[src/rtl/alu_op_sequencer.sv]
// Valid/ready command sequencer driving a 32-bit 74381-style ALU, with a
// registered result handshake. Define ALU_SEQ_WIDE_EN for two-pass 64-bit ops.
module alu_op_sequencer (
  input  logic        clk,
  input  logic        rst,
  input  logic        cmd_valid,
  output logic        cmd_ready,
  input  logic [2:0]  cmd_op,
  input  logic        cmd_wide,
  input  logic [63:0] cmd_a,
  input  logic [63:0] cmd_b,
  input  logic        cmd_cin,
  output logic [31:0] alu_a,
  output logic [31:0] alu_b,
  output logic [2:0]  alu_s,
  output logic        alu_cin,
  input  logic [31:0] alu_f,
  input  logic        alu_cout,
  input  logic        alu_ovf,
  output logic        res_valid,
  input  logic        res_ready,
  output logic [63:0] res_data,
  output logic        res_cout,
  output logic        res_ovf
);

  localparam int unsigned WORD_W = 32;

  localparam logic [2:0] OP_B_MINUS_A = 3'b001;
  localparam logic [2:0] OP_A_MINUS_B = 3'b010;
  localparam logic [2:0] OP_A_PLUS_B  = 3'b011;
  localparam logic [2:0] OP_PRESET    = 3'b111;

  typedef enum logic [1:0] {IDLE, LO, HI, DONE} state_t;

  state_t state, next_state;

  logic              accept_c;
  logic [WORD_W-1:0] drv_a, drv_b;
  logic [2:0]        drv_s;
  logic              drv_cin;

`ifdef ALU_SEQ_WIDE_EN
  logic [2:0]        op_q;
  logic              wide_q;
  logic [WORD_W-1:0] a_hi_q, b_hi_q;
  logic [WORD_W-1:0] lo_q;
  logic              c_q;
  logic              c_c;
  logic [WORD_W-1:0] hi_c;
`else
  logic unused_wide_inputs;
  assign unused_wide_inputs = ^{cmd_wide, cmd_a[63:32], cmd_b[63:32]};
`endif

  assign accept_c = cmd_valid && cmd_ready;

  // State register
  always_ff @(posedge clk or posedge rst) begin
    if (rst) state <= IDLE;
    else     state <= next_state;
  end

  // Next-state logic and next-cycle ALU drive
  always_comb begin
    next_state = state;
    drv_a      = '0;
    drv_b      = '0;
    drv_s      = 3'b000;
    drv_cin    = 1'b0;
    case (state)
      IDLE: if (accept_c) next_state = LO;
`ifdef ALU_SEQ_WIDE_EN
      LO:   next_state = wide_q ? HI : DONE;
`else
      LO:   next_state = DONE;
`endif
      HI:   next_state = DONE;
      DONE: if (res_ready) next_state = IDLE;
      default: next_state = IDLE;
    endcase
    case (next_state)
      LO: begin
        drv_a   = cmd_a[WORD_W-1:0];
        drv_b   = cmd_b[WORD_W-1:0];
        drv_s   = cmd_op;
        drv_cin = cmd_cin;
      end
`ifdef ALU_SEQ_WIDE_EN
      HI: begin
        drv_a   = a_hi_q;
        drv_b   = b_hi_q;
        drv_s   = op_q;
        drv_cin = c_c;
      end
`endif
      default: ;
    endcase
  end

`ifdef ALU_SEQ_WIDE_EN
  // Carry/borrow out of the low word, judged from the low-pass operands and F
  always_comb begin
    c_c = 1'b0;
    case (alu_s)
      OP_A_PLUS_B:  c_c = (alu_f < alu_a);
      OP_A_MINUS_B: c_c = (alu_a < alu_b);
      OP_B_MINUS_A: c_c = (alu_b < alu_a);
      default:      c_c = 1'b0;
    endcase
  end

  // Upper word: ALU F ignores C_in, so the carry is folded in here
  always_comb begin
    hi_c = alu_f;
    case (op_q)
      OP_A_PLUS_B:                hi_c = alu_f + WORD_W'(c_q);
      OP_A_MINUS_B, OP_B_MINUS_A: hi_c = alu_f - WORD_W'(c_q);
      OP_PRESET:                  hi_c = '0;
      default:                    hi_c = alu_f;
    endcase
  end

  always_ff @(posedge clk or posedge rst) begin
    if (rst) begin
      op_q   <= 3'b000;
      wide_q <= 1'b0;
      a_hi_q <= '0;
      b_hi_q <= '0;
      lo_q   <= '0;
      c_q    <= 1'b0;
    end else begin
      if (state == IDLE && accept_c) begin
        op_q   <= cmd_op;
        wide_q <= cmd_wide;
        a_hi_q <= cmd_a[63:32];
        b_hi_q <= cmd_b[63:32];
      end
      if (state == LO) begin
        lo_q <= alu_f;
        c_q  <= c_c;
      end
    end
  end
`endif

  // Registered handshake, ALU drive and result
  always_ff @(posedge clk or posedge rst) begin
    if (rst) begin
      cmd_ready <= 1'b1;
      res_valid <= 1'b0;
      alu_a     <= '0;
      alu_b     <= '0;
      alu_s     <= 3'b000;
      alu_cin   <= 1'b0;
      res_data  <= '0;
      res_cout  <= 1'b0;
      res_ovf   <= 1'b0;
    end else begin
      cmd_ready <= (next_state == IDLE);
      res_valid <= (next_state == DONE);
      alu_a     <= drv_a;
      alu_b     <= drv_b;
      alu_s     <= drv_s;
      alu_cin   <= drv_cin;
      if (state == LO && next_state == DONE) begin
        res_data <= {32'd0, alu_f};
        res_cout <= alu_cout;
        res_ovf  <= alu_ovf;
      end
`ifdef ALU_SEQ_WIDE_EN
      if (state == HI) begin
        res_data <= {hi_c, lo_q};
        res_cout <= alu_cout;
        res_ovf  <= alu_ovf;
      end
`endif
    end
  end

endmodule

[config.mk]
export PLATFORM = sky130hd
export DESIGN_NAME = alu_op_sequencer
export DESIGN_NICKNAME = d
export VERILOG_FILES = /design/src/rtl/alu_op_sequencer.sv
export SDC_FILE = /design/constraint.sdc
export NUM_CORES = 1
export LEC_CHECK = 0
export ABC_CLOCK_PERIOD_IN_PS = 9500
export CAP_MARGIN = 20
export CORE_AREA = 2 2 120 122
export DETAILED_ROUTE_END_ITERATION = 8
export DIE_AREA = 0 0 122 124
export GPL_TIMING_DRIVEN = 1
export PLACE_DENSITY = 0.69
export SLEW_MARGIN = 20
export SYNTH_ARGS = -nofsm -noshare
export SYNTH_HDL_FRONTEND = slang
export SYNTH_SLANG_ARGS = --single-unit
export TNS_END_PERCENT = 1
[constraint.sdc]
create_clock -name clk -period 9.5 [get_ports clk]
set_input_delay 1.9 -clock clk [delete_from_list [all_inputs] [get_ports clk]]
set_output_delay 1.9 -clock clk [all_outputs]
set_load 0.01 [all_outputs]
==> flow_summary_export.csv <==
group,metric,value,unit
run_status,status,"finished, final reports clean",
setup_path,critPathTopFamily,"buffers and inverters",
pwr,powerDensity,309.8,nW/µm²
run,drv_cap,0,
setup_path,critPathArrivalTime,3.88,ns
synthesis,yosysSeqAreaShare,63.48,%
placement,hpwlAfterDp,6921,µm
global_route,grt_pass1_wl,14960,µm
setup_path,cp_num_buf_inv,2,
sta,fin_skew,0.002843,ns
cts,cts_resized,0,
drt,viasPerCell,4.186,
sta,drv_slew,0,
placement,gp_congestion,0.6823,
drt,totalWireLength,9885,µm
pwr,finalPower,2025,µW
cells_and_area,area_growth,56.42,%
sta,timing.final.crit_share,38.92,%
global_route,grt_pass1_vias,2932,
drt,drtAntennaViolNets,0,
cts,cts_tree,"done",
floorplanning,core,13720,µm²
cts,cts_root_buf,"clkbuf_16",
synthesis,syn_area,4180,µm²
floorplanning,start_util,30.47,%
floorplanning,ios,307,
pwr,ir_drop,0.1822,mV
sta,max_slew_margin,39.06,%
drt,wire_per_inst,14.86,µm
cts,htreeDepth,3,
sta,fmax,270.5,MHz
cts,worstSkewPairLatency,0.34,ns
global_route,antenna_found_initial,0,
floorplanning,rows,43,
floorplanning,fp.dieW,122,µm
sta,period_needed,3.697,ns
sta,final.setup.tns,0,ns
setup_path,required,9.68,ns
setup_path,timing.critical_path.fanout_max,55,
drt,route.vias.total,2784,
sta,rsz0062_at_grt,"no",
cts,clockBufferDepth,2,
floorplanning,die_h,124,µm
sta,finalHoldViolCount,0,
synthesis,ys_warn_count,0,
sta,final-setup-viol-count,0,
setup_path,slowest_delay,0.67,ns
synthesis,synth.avg_cell_area,15.04,µm²
cells_and_area,n_antenna_cell,0,
placement,port-buffer-count,209,
global_route,grt_start_max_net_pins,71,
cells_and_area,fill_cells,1213,
cts,postCtsSetupRepairBufs,0,
sta,worstMarginPinSlew,0.9140,ns
synthesis,synth_cells,278,
cts,holdBufCountCts,0,
drt,drt_iter0_markers,87,
setup_path,crit_chain,"clkdlybuf4s50_1 -> nand3b_1 -> a22oi_4 -> buf_4 -> nor3b_1",
drt,drc,0,
setup_path,startpoint_type,"primary input",
cts,cts_buffers,9,
cts,clk_transition_reported_paths,0.06,ns
setup_path,cp_slowest_cell,"buf_4",
floorplanning,die_area,15130,µm²
pwr,leakage,0.002748,µW
global_route,grt.total_usage,12.98,%
setup_path,critPathCaptureType,"flip-flop",
cells_and_area,drive_gt1_share,15.67,%
hold_path,worst_hold_path_type,"reg -> reg",
global_route,grt.overflow.total,0,
synthesis,ys_types,21,
drt,first_pass_iters,4,
setup_path,crit_type,"in -> reg",
cts,cts_sinks,106,
synthesis,ys_ff_latch,106,
cells_and_area,nNetsFinal,655,
routing by layer:
layer | track usage [%] | wire [µm] | up-vias
li1 | - | - | 1280
met1 | 14.86 | 3833 | 1354
met2 | 21.89 | 4997 | 136
met3 | 4.441 | 895 | 14
met4 | 6.034 | 159 | 0
met5 | 0 | 0 | -
cells in the mapped netlist:
cell type / count / area (µm²)
dfrtp_1: 105 / 2628
nor3b_1: 49 / 367.9
mux2_2: 34 / 382.9
buf_4: 32 / 240.2
nor3b_2: 20 / 250.2
buf_2: 10 / 50.05
buf_6: 8 / 90.09
inv_1: 4 / 15.01
ha_1: 3 / 37.54
nand3b_1: 2 / 15.01
a21bo_2: 1 / 10.01
a22oi_4: 1 / 21.27
a32o_1: 1 / 10.01
and2_1: 1 / 6.260
and3_1: 1 / 6.260
clkbuf_1: 1 / 3.750
conb_1: 1 / 3.750
dfstp_2: 1 / 26.28
nand2_1: 1 / 3.750
nor2_2: 1 / 6.260
nor2b_1: 1 / 6.260
logic make-up (layout without fill, tap and decap cells):
family / Yosys count / count (layout) / synth area share [%]
and+or+nand+nor: 76 / 76 / 15.83
adders and majority gates: 3 / 3 / 0.8980
buffers and inverters: 55 / 231 / 9.548
DFF: 106 / 106 / 63.48
AOI/OAI and AO/OA: 3 / 3 / 0.9877
muxes: 34 / 34 / 9.159
other: 1 / 32 / 0.08971
sequential cells by signal, summed over array words and instances, names as in the netlist:
signal     flops
alu_b         32
alu_cin        1
res_data      32
cmd_ready      1
alu_s          3
alu_a         32
state          2
res_ovf        1
res_cout       1
res_valid      1
stage by stage:
| stage | utilization, % | hold WS (ns) | setup WS (ns) | instance area, µm² | cells |
|---|---|---|---|---|---|
| 5_1_grt | 47.66 | 0.5243 | 5.701 | 6539 | 665 |
| 4_1_cts | 47.66 | 0.5108 | 5.826 | 6539 | 665 |
| 6_report | 47.66 | 0.5051 | 5.803 | 6539 | 665 |
| 3_3_place_gp | 45.67 | 0.4870 | 5.521 | 6266 | 650 |
| 3_5_place_dp | 45.67 | 0.4958 | 5.463 | 6266 | 650 |
| 2_1_floorplan | - | 0.5512 | 4.813 | 4297 | 309 |
where the power goes:
group          total [µW]  internal (µW)  switching, µW
clock                 344            190            154
combinational        1010            492            516
sequential            673            615           58.5
path summary, 6_finish.rpt:
path / from / end / slack (ns) / cells after the start
max: res_ready / alu_b[13]$_DFF_PP0_ / 5.80 / 5
min in group asynchronous: rst / alu_s[2]$_DFF_PP0_ / 1.97 / 2
max in group asynchronous: rst / res_data[15]$_DFFE_PP0P_ / 6.33 / 3
min: res_data[26]$_DFFE_PP0P_ / res_data[26]$_DFFE_PP0P_ / 0.51 / 1
max reg2reg: state[0]$_DFF_PP0_ / alu_b[13]$_DFF_PP0_ / 7.11 / 6
min reg2reg: res_data[26]$_DFFE_PP0P_ / res_data[26]$_DFFE_PP0P_ / 0.51 / 1
cell type report:
cell class / instances / area (µm²) / area share, %
clock buffers: 13 / 260.3 / 3.980
clock inverters: 2 / 12.51 / 0.1914
inverters: 4 / 17.52 / 0.2679
multi-input cells: 148 / 1255 / 19.19
flip-flops and latches: 106 / 2654 / 40.59
well taps: 180 / 225.2 / 3.444
repair buffers: 212 / 2115 / 32.34
cell usage in the layout, fill, tap and decap left out:
cell	count
a22oi_4	1
clkbuf_8	2
conb_1	32
dfrtp_1	105
clkbuf_1	2
clkinv_2	1
inv_4	1
nand3b_1	2
a21bo_2	1
ha_1	3
and2_1	1
dfstp_2	1
nor3b_2	20
clkdlybuf4s50_1	209
nand2_1	1
nor3b_1	49
clkbuf_16	9
and3_1	1
clkinvlp_4	1
a32o_4	1
nor2_2	1
inv_1	3
nor2b_1	1
buf_4	3
mux2_2	34
Power figures use the tool's default switching activity.
==> RTL edit (same settings) <==
Encoding of `state_t`: now one-hot (4 bits for 4 states).
--- a/src/rtl/alu_op_sequencer.sv
+++ b/src/rtl/alu_op_sequencer.sv
@@ -32,5 +32,5 @@
   localparam logic [2:0] OP_PRESET    = 3'b111;
 
-  typedef enum logic [1:0] {IDLE, LO, HI, DONE} state_t;
+  typedef enum logic [3:0] {IDLE = 4'b0001, LO = 4'b0010, HI = 4'b0100, DONE = 4'b1000} state_t;
 
   state_t state, next_state;
Formal check against the unedited RTL: same outputs for any inputs over 10 cycles, from zero or initial values and one cycle with rst high; not proved beyond that.
==> RTL edit against the unedited design <==
Critical path depth fell by 4. Design area rose by 0.42%. Worst setup slack improved by 0.38 ns. First-iteration DRC count fell by 21%. Sequential share of layout area rose by 0.61 points. Sequential cell count rose by 2. Critical endpoint is now cmd_ready. Register-to-register slack improved by 0.62 ns. Wire length fell by 8.0%. Maximum frequency rose by 11%. Synthesized area fell by 3.5%. Core utilization rose by 0.20 points.
Power is not compared: it rests on default switching activity, and its combinational part moved more than twofold at a synthesized area within 25%.
==> RTL edit: results (changes against the unedited design) <==
metric	value	unit	change
status	finished, final reports clean		
Commonest cells post-synth	106 x dfrtp_1, 68 x and2_1, 32 x buf_4		
Detailed Routing Iterations Pass 1	4		unchanged
Setup Skew	0.00501	ns	+0.00217 ns
Diodes inserted	0		unchanged
R2R Setup Slk	7.73	ns	+0.62 ns
Setup TNS	0	ns	unchanged
vias in the first global route	2764		-5.7%
post-synthesis sequential area ratio	0.671		+0.0360
Detailed Place HPWL	6630	um	-4.3%
asr flop ratio synth	1.00		unchanged
GRT Total Usage	0.122		-0.00745
cts bufs inserted	9		unchanged
first-pass GRT wire length	14000	um	-6.6%
routed len/inst	13.7	um	-7.8%
Clock Latency Late Sink	0.34	ns	about the same
Rel. slew slack	0.474		+0.0833
Crit-path slowest cell	clkdlybuf4s50_1		
DRT iter0 DRCs	69		-21%
routability cong.	0.717		+5.1%
CP top delay family	buffers and inverters		
top cells by area, synth	dfrtp_1 66%, mux2_4 11%, and2_1 11%		
via count	2656		-4.6%
crit-path max cell delay	0.55	ns	-0.12 ns
# resized after CTS	0		unchanged
CTS clk-pin slew, worst paths	0.07	ns	
Final #Nets	649		-0.92%
library cells used by synthesis	21		unchanged
R2R depth	4		-2
initial antenna violation count	0		unchanged
share of cells above drive strength 1	0.120		-0.0366
CP max FO	2		-96%
largest net degree at the start of global routing	72		+1.4%
Hold Path Depth	1		unchanged
-- RTL edit: cell count changes after synthesis, moves of 3 or more --
cell,before,now
and2_1,1,68
buf_2,10,1
buf_6,8,3
clkbuf_1,1,6
ha_1,3,0
inv_1,4,1
mux2_2,34,4
mux2_4,0,30
nor3b_1,49,0
nor3b_2,20,0
-- RTL edit: cell type report --
cell class	instances	area, um^2
tap	180	225
clock inverter	4	120
clock buffer	12	246
multi-input combinational	145	1140
sequential	108	2710
inverter	2	10.0
fill	1191	7150
timing repair buffer	212	2110
-- RTL edit: power groups by stage --
stage	logic (mW)	clock network (mW)	registers, mW
final	0.482	0.451	0.622
after global routing	0.517	0.491	0.635
after CTS	0.490	0.467	0.624
after detailed placement	0.488	0	0.632
after global placement	0.486	0	0.624
after floorplan	0.165	0	0.679
-- RTL edit: metal layers --
| layer | vias up | track usage | part of all wire |
|---|---|---|---|
| met5 | - | 0 | 0 |
| met2 | 154 | 0.200 | 0.48 |
| li1 | 1205 | - | - |
| met4 | 0 | 0.0596 | 0.020 |
| met3 | 14 | 0.0426 | 0.098 |
| met1 | 1283 | 0.144 | 0.40 |
-- RTL edit: worst paths after layout --
check | from | endpoint
setup / recovery | cmd_ready | cmd_ready
hold / removal | res_data[6] | res_data[6]
setup reg to reg | state[1] | res_data[30]
hold reg to reg | res_data[6] | res_data[6]
max in group asynchronous | rst | alu_a[18]
min in group asynchronous | rst | alu_b[6]
-- RTL edit: cells by family after synthesis --
group / after synthesis / synth area share
compound gates: 3 / 0.00776
mux: 34 / 0.123
flops: 108 / 0.671
buf+inv: 44 / 0.0766
other cells: 1 / 0.000930
simple gates: 75 / 0.121
-- RTL edit: through the flow --
stage / utilization / std cells / cell area (um^2) / hold slack, ns / worst slack (ns)
final: 0.479 / 663 / 6570 / 0.509 / 6.18
after global routing: 0.479 / 663 / 6570 / 0.523 / 6.05
after CTS: 0.479 / 663 / 6570 / 0.512 / 6.16
after detailed placement: 0.452 / 647 / 6200 / 0.491 / 5.84
after global placement: 0.452 / 647 / 6200 / 0.491 / 5.91
after floorplan: - / 297 / 4150 / 0.551 / 4.76
